**config.mk**
```make
export PLATFORM = sky130hd
export DESIGN_NAME = beep_driver
export DESIGN_NICKNAME = d
export VERILOG_FILES = /design/src/rtl/beep_driver.sv
export SDC_FILE = /design/constraint.sdc
export NUM_CORES = 1
export LEC_CHECK = 0
export ABC_AREA = 1
export CORE_MARGIN = 5
export CORE_UTILIZATION = 59
export DETAILED_ROUTE_END_ITERATION = 10
export DONT_BUFFER_PORTS = 1
export HOLD_SLACK_MARGIN = 0.1
export PLACE_DENSITY_LB_ADDON = 0.05
export SLEW_MARGIN = 20
export SYNTH_ARGS = -nofsm -noshare
export SYNTH_HDL_FRONTEND = slang
export SYNTH_SLANG_ARGS = --single-unit
```
**constraint.sdc**
```tcl
create_clock -name clk -period 3.6 [get_ports clk]
set_clock_uncertainty 0.15 [all_clocks]
set_input_delay 0.36 -clock clk [delete_from_list [all_inputs] [get_ports clk]]
set_output_delay 0.36 -clock clk [all_outputs]
set_load 0.02 [all_outputs]
```
**src/rtl/beep_driver.sv**
```systemverilog
// Timed piezo buzzer driver: a trig pulse starts 1-15 square-wave beeps separated by silent gaps.
// Optional build macro BEEP_RETRIG_EN lets a trig with nonzero count restart a running sequence.
module beep_driver #(
    parameter int HALF_PERIOD = 12_500,
    parameter int ON_CYC      = 5_000_000,
    parameter int OFF_CYC     = 5_000_000,
    parameter int CNT_W       = 24
) (
    input  logic       clk,
    input  logic       rst,
    input  logic       trig,
    input  logic [3:0] count,
    output logic       buzz,
    output logic       env,
    output logic       busy,
    output logic       done
);

    typedef enum logic [1:0] {IDLE, ON, OFF} state_t;

    localparam logic [CNT_W-1:0] HP_LAST  = CNT_W'(HALF_PERIOD - 1);
    localparam logic [CNT_W-1:0] ON_LAST  = CNT_W'(ON_CYC - 1);
    localparam logic [CNT_W-1:0] OFF_LAST = CNT_W'(OFF_CYC - 1);
    localparam logic [CNT_W-1:0] ONE      = CNT_W'(1);

    state_t           state, state_n;
    logic [3:0]       remaining, remaining_n;
    logic [CNT_W-1:0] phase, phase_n;
    logic [CNT_W-1:0] tone, tone_n;
    logic             buzz_n, env_n, busy_n, done_n;
    logic             start, load;

    assign start = trig && (count != 4'd0);

    // Next-state logic; output registers hold the values for the cycle after the edge.
    always_comb begin
        state_n     = state;
        remaining_n = remaining;
        phase_n     = phase;
        tone_n      = tone;
        buzz_n      = 1'b0;
        env_n       = 1'b0;
        busy_n      = 1'b0;
        done_n      = 1'b0;
        load        = 1'b0;

        case (state)
            IDLE: begin
                load = start;
            end
            ON: begin
                if (phase == ON_LAST) begin
                    phase_n = '0;
                    tone_n  = '0;
                    if (remaining > 4'd1) begin
                        remaining_n = remaining - 4'd1;
                        state_n     = OFF;
                        busy_n      = 1'b1;
                    end else begin
                        remaining_n = 4'd0;
                        state_n     = IDLE;
                        done_n      = 1'b1;
                    end
                end else begin
                    phase_n = phase + ONE;
                    env_n   = 1'b1;
                    busy_n  = 1'b1;
                    if (tone == HP_LAST) begin
                        tone_n = '0;
                        buzz_n = ~buzz;
                    end else begin
                        tone_n = tone + ONE;
                        buzz_n = buzz;
                    end
                end
            end
            OFF: begin
                busy_n = 1'b1;
                if (phase == OFF_LAST) begin
                    phase_n = '0;
                    tone_n  = '0;
                    state_n = ON;
                    env_n   = 1'b1;
                end else begin
                    phase_n = phase + ONE;
                end
            end
            default: begin
                state_n = IDLE;
            end
        endcase

`ifdef BEEP_RETRIG_EN
        if (state != IDLE && start) begin
            load = 1'b1;
        end
`endif

        // A (re)start always begins a fresh, in-phase first beep.
        if (load) begin
            state_n     = ON;
            remaining_n = count;
            phase_n     = '0;
            tone_n      = '0;
            buzz_n      = 1'b0;
            env_n       = 1'b1;
            busy_n      = 1'b1;
            done_n      = 1'b0;
        end
    end

    always_ff @(posedge clk) begin
        if (rst) begin
            state     <= IDLE;
            remaining <= 4'd0;
            phase     <= '0;
            tone      <= '0;
            buzz      <= 1'b0;
            env       <= 1'b0;
            busy      <= 1'b0;
            done      <= 1'b0;
        end else begin
            state     <= state_n;
            remaining <= remaining_n;
            phase     <= phase_n;
            tone      <= tone_n;
            buzz      <= buzz_n;
            env       <= env_n;
            busy      <= busy_n;
            done      <= done_n;
        end
    end

endmodule

```
==> Word level (Yosys, flattened, before mapping) <==
Cells that the tools add are included.
{ "word_totals": {"latch_bits": 0, "ff_bits": 58, "ramBits": 0, "rom_bits": 0, "output_inout_bits": 4, "elab_cells": 64, "mem_count": 0} }
{ "op_classes": {"n_eq_ne": 9, "n_reduce_logical": 14, "shift": 0, "div_mod_pow": 0, "n_mul": 0, "mux": 24, "n_addsub": 3, "bitwise_logic": 4, "n_lt_le_gt_ge": 1} }
{ "ops": {"columns": ["op", "n"], "rows": [
  ["2-to-1 mux 24 bit", 4],
  ["adder 24 x 1 -> 24 bit, second input constant", 2],
  ["one-hot mux 24 bit (2 select lines)", 1],
  ["equality test 24 x 14 -> 1 bit, second input constant", 1],
  ["equality test 24 x 23 -> 1 bit, second input constant", 1],
  ["2-to-1 mux 4 bit", 4],
  ["2-to-1 mux 1 bit", 9],
  ["OR reduction 4 bit", 2],
  ["2-to-1 mux 2 bit", 3],
  ["!= test 2 bit, second input constant", 3],
  ["!= test 3 bit, second input constant", 2],
  ["one-hot mux 2 bit (3 select lines)", 1],
  ["AND reduction 3 bit", 2],
  ["nonzero test 2 bit", 3],
  ["> comparator 4 x 1 -> 1 bit, second input constant", 1],
  ["NOT 1 bit", 4],
  ["one-hot mux 1 bit (2 select lines)", 2],
  ["AND reduction 2 bit", 2],
  ["nonzero test 4 bit", 1],
  ["OR reduction 2 bit", 2],
  ["subtractor 4 x 1 -> 4 bit, second input constant", 1],
  ["equality test 2 x 1 -> 1 bit, second input constant", 1],
  ["equality test 2 bit, second input constant", 1],
  ["zero test 2 bit", 1],
  ["logical AND 1 bit", 1]
]} }

==> Depth between registers and ports, before layout <==
Gate-level depths: netlist (run 1).
{ "depth": {"depth_word": 5, "ltp_mapped": 11, "mapped_depth_nobuf": 11} }

==> Least setup slack after synthesis (run 1) <==
Ideal clock, no wire load.
{ "synth_timing": {"kind": "reg-to-reg", "startpoint": "register state[1]", "endpoint": "register phase[23]", "path_stages_with_launch": 10, "arrival_ns": 1.526, "required_time_ns": 3.337, "setup_slack_ns": 1.811, "setup_ns": 0.113, "cell_sequence": "dfxtp_1 > inv_1 > ha_1 > inv_2 > buf_6 > nor3_4 > nand3_1 > or2_1 > nor2_1 > nor2_1"} }
{ "synth_between": {"elab_chain_cells": 3, "word_cells_on_any_way": 6} }
{ "synth_lines": {"columns": ["item", "line", "text"], "rows": [
  ["start, declared", "26", "state_t state, state_n;"],
  ["start signal, assigned", "123", "state <= state_n;"],
  ["zero test 2 bit", "47", "case (state)"],
  ["2-to-1 mux 1 bit", "47", null],
  ["OR reduction 2 bit (no source line)", null, null],
  ["end signal, assigned", "125", "phase <= phase_n;"],
  ["end, declared", "28", "logic [CNT_W-1:0] phase, phase_n;"]
]} }
Parallel ways exist; a longest one is shown, timed or not.
A chain may end at the register's enable or synchronous reset.

==> Worst setup path in the final report (run 1) <==
{ "layout_timing": {"startpoint": "register state[0]", "endpoint": "register phase[9]"} }
The elaborated chain is that of the path after synthesis.

==> flow_results.org, run 1 <==
** Outcome
- The run finished with clean final reports.

** STA
- Period utilisation layout :: 0.664
- RSZ-0062 raised after global routing :: no
- # setup viols final :: 0
- Worst Tran Pin Value :: 0.767 ns
- Timing would allow up to 0.418 GHz.
- Setup TNS after final layout :: 0 ns
- Headroom to the max-slew limit came out at 0.488.
- The max-slew violation count is 0.
- Shortest clock period the worst path allows after layout :: 2.39 ns
- The hold violation total from the final report was 0.

** Route
- Overall routed net length :: 7740 microns
- Total DRC errors in the routed layout :: 0
- Using the TritonRoute via totals, the vias-per-cell ratio works out to 5.46.
- Number of iterations in the first detailed-routing pass :: 4
- The detailed router placed 3270 vias in this run.
- Post-detailed-route wirelength per cell :: 12.9 microns
- Iteration-0 DRC count of the detailed router :: 152
- ANT nets after route :: 0

** Synthesis
- Number of synthesized register bits :: 58
- Sorting the synthesized cells by area gives the leading types as dfxtp_1 34%, nand2_1 11%, nor2_1 11%.
- Post-Synth Adder-Cell Area :: 0.0253
- For this run, the register share of the synthesized area comes to 0.336.
- Basic-gate share of the synthesized area counting and, or, nand and nor cells :: 0.408
- Synthesis warning total :: 0
- Of the total synthesized cell area, the portion taken by XOR and XNOR cells is 0.0532.
- Count of different cell masters after synthesis :: 37
- For this run, asynchronously set or reset flops after synthesis account for 0.
- The share of synthesized area in the top cell type comes to 0.336.
- Compound-Gate Fraction of Synth Area :: 0.0963
- By count the netlist is led by 102 x nand2_1, 98 x nor2_1, 58 x dfxtp_1, 58 x nand3_1, 48 x inv_1.
- Measured against the total synthesized area, the mux share comes to 0.
- Netlist Area Pre-Place :: 3460 sq um
- Post-Synthesis Cells :: 522
- The most used flip-flop cell after synthesis is dfxtp_1.
- The number of nets in the synthesized netlist is 536.
- Dominant combinational cell family by area after synthesis :: simple AND/OR/NAND/NOR gates
- Of all cell types, the one taking the most synthesized area is dfxtp_1.
- The synthesized design contains 0 enable-type register cells.
- Most frequent cell after synthesis :: nand2_1
- After synthesis, the mean cell area works out to 6.62 sq um.

** Die
- Die Outline Area :: 7490 sq um
- In this run the vertical extent of the chip is 86.5 microns.
- Ports :: 11
- The total area inside the core boundary comes to 5610 sq um.
- FP Rows :: 27
- Initial Util :: 0.616
- Horizontal die dimension :: 86.5 microns

** Global routing
- The number of global-route vias before repair is 3117.
- Maximum number of pins on one net before global-route repair :: 26
- The initial antenna violation count came to 0.
- Total global-route track usage :: 0.221
- The first global-routing pass estimated 13500 microns of wire.
- Overflow left after global routing :: 0

** Place
- Detailed placement ended at an HPWL of 5610 microns.
- Counting tap cells, the placed design contains a total of 583 instances.
- Gp weighted congestion :: 0.908
- The count of buffers added on input and output ports is 0.
- Dpl cell area :: 3480 sq um

** Final layout
- Area of all placed cells without fillers :: 3710 sq um
- Antenna diode count :: 0
- Fill cells in the final layout number 535.
- Layout cells sized above 1 :: 0.0911
- For this run, the number of standard cells in the final layout without fillers is 599.
- Relative to the synthesized area, the layout overhead comes to 7.49%.
- Area used by multi-input combinational logic :: 2020 sq um
- After the last flow step, the layout net total stands at 537.
- The sequential cells in the finished layout cover a total of 1160 sq um.

** Clock tree
- CTS placed an instance of clkbuf_8 at the clock tree root.
- Clock-pin slew was measured on the worst setup and hold paths at 0.07 ns.
- Total CTS buffers :: 9
- The clock tree synthesis step divided the H-tree into 3 levels.
- Clock tree from TritonCTS :: built
- The clock passes through at most 2 buffers.
- Number of instances resized during post-cts repair :: 0
- CTS sink cnt :: 58
- Clock latency on the worst-skew pair, taken at its later pin, is 0.34 ns.

** Setup path
- Of all nets on the critical path, the largest fanout is 15.
- Data arrival time at the worst-slack endpoint :: 2.50 ns
- The worst setup path is launched from a flop.
- The setup path with the least slack is of type flop to flop.
- For the worst setup path, the data required time is 3.71 ns.
- Sort of element at the end of the critical path :: flop
- Measured in cells, the most critical reg-to-reg path has a length of 7.

** Min path
- Along the worst hold path, the cell count comes to 4.
- Class of the tightest hold or removal check :: input port to flop

** Run
- Count of max-cap constraint violations :: 0

** Power and ir drop
- In this run the static leakage power is 1.35 nW.
- VDD sags by at most 0.272 mV.
- Power spread over the standard cell area amounts to 422 nW/um^2.
-- critical path: stages, from the launching register on --
cell and delay [ns]:
dfxtp_1 0.33, inv_1 0.07, ha_1 0.21, nand3_1 0.34, nand2_1 0.49, nor2_4 0.37
clkinv_2 0.18, nor3_1 0.16
-- sequential cells by signal, summed over array words and instances, names as in the netlist --
register / count
tone: 24
phase: 24
buzz: 1
done: 1
env: 1
remaining: 4
state: 2
busy: 1
-- per-layer routing --
layer,GRT usage,wire length [microns]
met5,0,0
met4,0.115,200
met3,0.0371,268
met2,0.387,3820
met1,0.258,3450
-- stage by stage --
step                      utilization  total power [mW]  hold WS, ns  setup slack, ns
after floorplan                     -             0.865        0.282             1.81
after global placement          0.620             0.892        0.294             1.35
after detailed placement        0.620             0.896        0.291             1.24
after CTS                       0.662              1.58        0.161             1.21
after global routing            0.662              1.65        0.211            0.983
final                           0.662              1.57        0.170             1.21
-- path summary, 6_finish.rpt --
kind / startpoint / to / slack (ns)
worst max-delay path: state[0] / phase[9] / 1.21
worst min-delay path: count[0] / remaining[0] / 0.17
worst max register to register: state[0] / phase[9] / 1.21
worst min register to register: phase[0] / phase[0] / 0.34
-- what timing repair did --
| action | 4_1_cts | 5_1_grt |
|---|---|---|
| hold endpoints to repair | 2 | 0 |
| setup buffers | 0 | 0 |
| hold buffers | 1 | 0 |
-- layout by cell type, fill, tap and decap left out, types with 6 or more instances in the layout --
| cell type | netlist | layout |
|---|---|---|
| a21oi_1 | 37 | 37 |
| clkbuf_8 | 0 | 11 |
| dfxtp_1 | 58 | 58 |
| ha_1 | 7 | 7 |
| inv_1 | 48 | 48 |
| nand2_1 | 102 | 102 |
| nand2_2 | 6 | 6 |
| nand3_1 | 58 | 58 |
| nand4_1 | 8 | 8 |
| nor2_1 | 98 | 98 |
| nor3_1 | 12 | 12 |
| o21ai_0 | 16 | 16 |
| xnor2_1 | 11 | 11 |
| xor2_1 | 10 | 10 |
-- layout make-up --
type                            instances  area share
Sequential cell                        58       0.313
Timing Repair Buffer                    2     0.00472
Clock buffer                           11      0.0408
Multi-Input combinational cell        398       0.543
Inverter                               54      0.0549
Clock inverter                          4      0.0202
Tap cell                               72      0.0243
-- cells by family after synthesis --
logic type | count (synthesis)
AND/OR/NAND/NOR | 308
buffers and inverters | 66
AO/OA/AOI/OAI | 62
flip-flops | 58
XOR/XNOR | 21
adder cells (fa/ha/maj) | 7
-- report_power, final --
part	internal [mW]	leakage (nW)	switching, mW
Clock	0.423	0.108	0.262
Combinational	0.0585	0.775	0.145
Sequential	0.661	0.469	0.0177
Total	1.14	1.35	0.425
No activity file was read; power rests on OpenSTA's default activity.
==> run 2, diff against run 1 <==
--- a/config.mk
+++ b/config.mk
@@ -5,9 +5,9 @@
 export SDC_FILE = /design/constraint.sdc
 export NUM_CORES = 1
 export LEC_CHECK = 0
-export ABC_AREA = 1
+export ABC_AREA = 0
 export CORE_MARGIN = 5
-export CORE_UTILIZATION = 59
+export CORE_UTILIZATION = 57
 export DETAILED_ROUTE_END_ITERATION = 10
 export DONT_BUFFER_PORTS = 1
 export HOLD_SLACK_MARGIN = 0.1
==> constraint.sdc (replaced) <==
create_clock -name clk -period 2.08 [get_ports clk]
set_clock_uncertainty 0.15 [all_clocks]
set_input_delay 0.208 -clock clk [delete_from_list [all_inputs] [get_ports clk]]
set_output_delay 0.208 -clock clk [all_outputs]
set_load 0.02 [all_outputs]
==> run 2 against run 1 <==
Critical endpoint is now tone[11]; the flow now finishes with violations (setup timing); clock power is 34% higher; die area is 5.8% lower; largest power group is now sequential cells; setup slack worse by 1.3 ns; cell area is 17% higher; core utilization is 14 points higher; fmax is 12% higher; critical path depth is 1 lower; global-route usage is 3.0 points higher; largest cell class unchanged; via count is 4.1% higher; total power is 55% higher; synthesized cell count is 26% lower; synthesized area is 9.7% lower; critical path type unchanged.
==> flow_results.org, run 2 <==
** Global routing
- Total global-route track usage :: 0.251 (+0.0298)
- The total global routing overflow came to 0 (unchanged).
- The initial antenna violation count is 0 (unchanged).
- The number of global-route vias before repair is 3147 (+0.96%).
- The pin count of the biggest net entering global routing was 25 (-3.8%).
- The wire length of the first global-routing pass came to 14400 microns (+6.4%).

** Min path
- Class of the tightest hold or removal check :: input port to flop

** Run
- The max-cap check violation count came to 0 (unchanged).

** Final layout
- The number of antenna repair diodes came to 0 (unchanged).
- Core occupancy in the finished layout :: 0.803 (+0.140)
- Layout cells sized above 1 :: 0.311 (+0.220)
- Relative to the synthesized area, the layout overhead comes to 39.0%.
- Largest registers :: phase (24), tone (24), remaining (4)
- Final #Nets :: 495 (-7.8%)
- Filler cell count in the final layout :: 363 (-32%)
- The cell area after layout came to 4340 sq um (+17%).
- Top library cells by usage in the layout, fill and taps aside :: 78 x buf_4, 52 x dfxtp_1, 42 x nor2_1
- Most frequent standard cell in the layout excluding fill and tap cells :: buf_4

** Route
- The number of DRC markers after the initial detailed-route iteration came to 258 (+70%).
- Post-detailed-route wirelength per cell :: 17.2 microns (+33%)
- Total DRC errors in the routed layout :: 0 (unchanged)
- Overall routed net length :: 9570 microns (+24%)
- The detailed-routing iteration count for the pre-antenna-repair pass was 5 (+1).
- Post-DR vias/cell :: 6.11 (+12%)
- The via count is 3404 (+4.1%).
- The number of nets with antenna violations after detailed routing was 0 (unchanged).

** Die
- The count of pins on the block boundary is 11 (unchanged).
- FP Rows :: 27 (unchanged)
- The width of the die is 84.0 microns (-2.9%).
- Die height :: 84.0 microns (-2.9%)
- Die Outline Area :: 7050 sq um (-5.8%)
- The area of the core was 5410 sq um (-3.6%).
- The initial core utilization came to 0.577 (-0.0389).

** Synthesis
- The post-synth net total was 402 (-25%).
- Cell accounting for the most synthesized area :: dfxtp_1
- Fraction of registers with async set or reset after synthesis :: 0 (unchanged)
- Fraction of synthesized cell area taken by the top area cell type :: 0.372 (+0.0361)
- The mean post-synth cell area was 8.04 sq um (+21%).
- The distinct cell type count of the synthesized netlist came to 54 (+46%).
- Number of synthesized register bits :: 58 (unchanged)
- Post-Synthesis Cells :: 388 (-26%)
- After synthesis, the cell types taking the most area are dfxtp_1 37%, nor2_1 5.5%, nand2_1 4.8%.
- The number of enable-type register cells in the synthesized netlist came to 0 (unchanged).
- Sequential share of the synthesized area :: 0.372 (+0.0361)
- Synthesis warning total :: 0 (unchanged)
- Yosys instantiated no cell more often than dfxtp_1.
- By count the netlist is led by 58 x dfxtp_1, 46 x nor2_1, 40 x nand2_1, 25 x nand3_1, 20 x o21ai_0.
- The most used flip-flop cell after synthesis is dfxtp_1.
- The post-synthesis instance area came to 3120 sq um (-9.7%).

** Clock tree
- Clock tree from TritonCTS :: built
- Register clock-pin slew on the reported worst setup and hold paths :: 0.07 ns (about the same)
- The maximum buffer depth of the clock tree is 2 (unchanged).
- CTS root buf :: clkbuf_8
- CTS H-Tree Depth :: 3 (unchanged)
- The total number of clock tree sinks came to 58 (unchanged).
- The total clock buffers created by CTS is 9 (unchanged).
- Worst-skew pair later-pin latency :: 0.33 ns (about the same)

** STA
- The worst max-slew margin expressed relative to the limit came to 0.658 (+0.170).
- Setup repair after global routing could not meet its margin everywhere.
- # setup viols final :: 10 (+10)
- Period utilisation layout :: 1.03 (+0.361)
- The final worst-path setup slack is -0.0527 ns (-1.26 ns).
- The peak clock frequency supported by timing is 0.469 GHz (+12%).
- Tightest hold margin :: 0.153 ns (-0.0168 ns)
- The post-route minimum period was 2.13 ns (-0.258 ns).
- Worst Tran Pin Value :: 0.511 ns (-0.256 ns)
- Final hold violation count :: 0 (unchanged)
- The final sum of negative setup slack was -0.227 ns (-0.227 ns).
- Pins Over Slew Limit :: 0 (unchanged)

** Setup path
- Among all stages on the critical path, the largest delay is contributed by or4b_1.
- Crit Path Max Fanout :: 6 (-9)
- The signal arrival time at the worst endpoint is 2.20 ns (-0.30 ns).
- The buffer and inverter count on the worst path came to 0 (-2).
- Walking the worst path, the cells encountered are or4b_1, or4_4, nor2_4, o21ai_0, a21oi_1, nor3_1.
- Kind of cell adding the most delay to the critical path :: simple AND/OR/NAND/NOR gates
- Longest individual stage delay on the worst path :: 0.51 ns (+0.02 ns)
- Data required, critical path :: 2.15 ns (-1.56 ns)
- Type of the worst setup path :: flop to flop
- The worst setup path is captured at a flop.
- Startpoint Class :: flop

** Place
- The post-DP HPWL came to 5980 microns (+6.6%).
- The number of buffers inserted by port buffering was 0 (unchanged).
- Dpl cell area :: 3780 sq um (+8.6%)
- Gp weighted congestion :: 0.944 (+3.9%)

** Power and ir drop
- The standby leakage power was 1.67 nW (+23%).
- The power density normalized to cell area came to 561 nW/um^2 (+33%).
- The worst supply voltage drop on vdd was 0.424 mV (+56%).

** Outcome
- The checks that failed: setup timing.
- The run finished, with violations left.
-- run 2: cell type report --
| class | instances | area, sq um | share of cell area |
|---|---|---|---|
| Sequential cell | 58 | 1170 | 0.269 |
| Multi-Input combinational cell | 303 | 2070 | 0.478 |
| Clock inverter | 3 | 15.0 | 0.00346 |
| Tap cell | 72 | 90.1 | 0.0208 |
| Clock buffer | 12 | 155 | 0.0358 |
| Inverter | 17 | 63.8 | 0.0147 |
| Timing Repair Buffer | 92 | 771 | 0.178 |
-- run 2: worst register-to-register path, cell delays in order (launching register included) --
cell and delay, ns:
dfxtp_1 0.34, or4b_1 0.51, or4_4 0.44, nor2_4 0.21, o21ai_0 0.12, a21oi_1 0.16, nor3_1 0.08
-- run 2: path summary, 6_finish.rpt --
check	from	endpoint	slack, ns	depth (start not counted)
max	tone[8]	tone[11]	-0.05	6
min	rst	phase[6]	0.15	4
max reg2reg	tone[8]	tone[11]	-0.05	6
min reg2reg	tone[4]	tone[4]	0.35	2
-- run 2: repair_timing --
action                                 in CTS  in global routing
gates resized for setup                    17                 47
setup endpoints to repair                  18                 35
setup buffers                               1                  4
pin swaps                                   7                 20
endpoints found under the hold margin       7                  0
hold buffers                                6                  0
cloned                                      0                  1
-- run 2: per-layer routing --
layer | routed length [microns] | track usage
met1 | 3810 | 0.312
met2 | 4850 | 0.418
met3 | 615 | 0.0553
met4 | 298 | 0.107
met5 | 0 | 0
-- run 2: report_power, final --
group	internal [mW]	switching, mW	total [mW]	leakage, nW
logic	0.168	0.193	0.361	1.10
clock network	0.485	0.438	0.922	0.0920
registers	1.13	0.0196	1.15	0.472
-- run 2: stage by stage --
step | worst slack, ns | cells | power [mW]
floorplan | 0.0210 | 388 | 1.34
global placement | -0.0473 | 530 | 1.45
detailed placement | -0.0920 | 530 | 1.45
CTS | -0.0510 | 552 | 2.38
global route | -0.232 | 557 | 2.54
finish | -0.0527 | 557 | 2.43
-- run 2: logic make-up after synthesis --
kind of cell | Yosys count | synth area share
simple gates | 197 | 0.338
fa+ha+maj | 7 | 0.0281
compound gates | 70 | 0.143
buf+inv | 27 | 0.0349
flops | 58 | 0.372
xor+xnor | 23 | 0.0646
mux | 6 | 0.0196
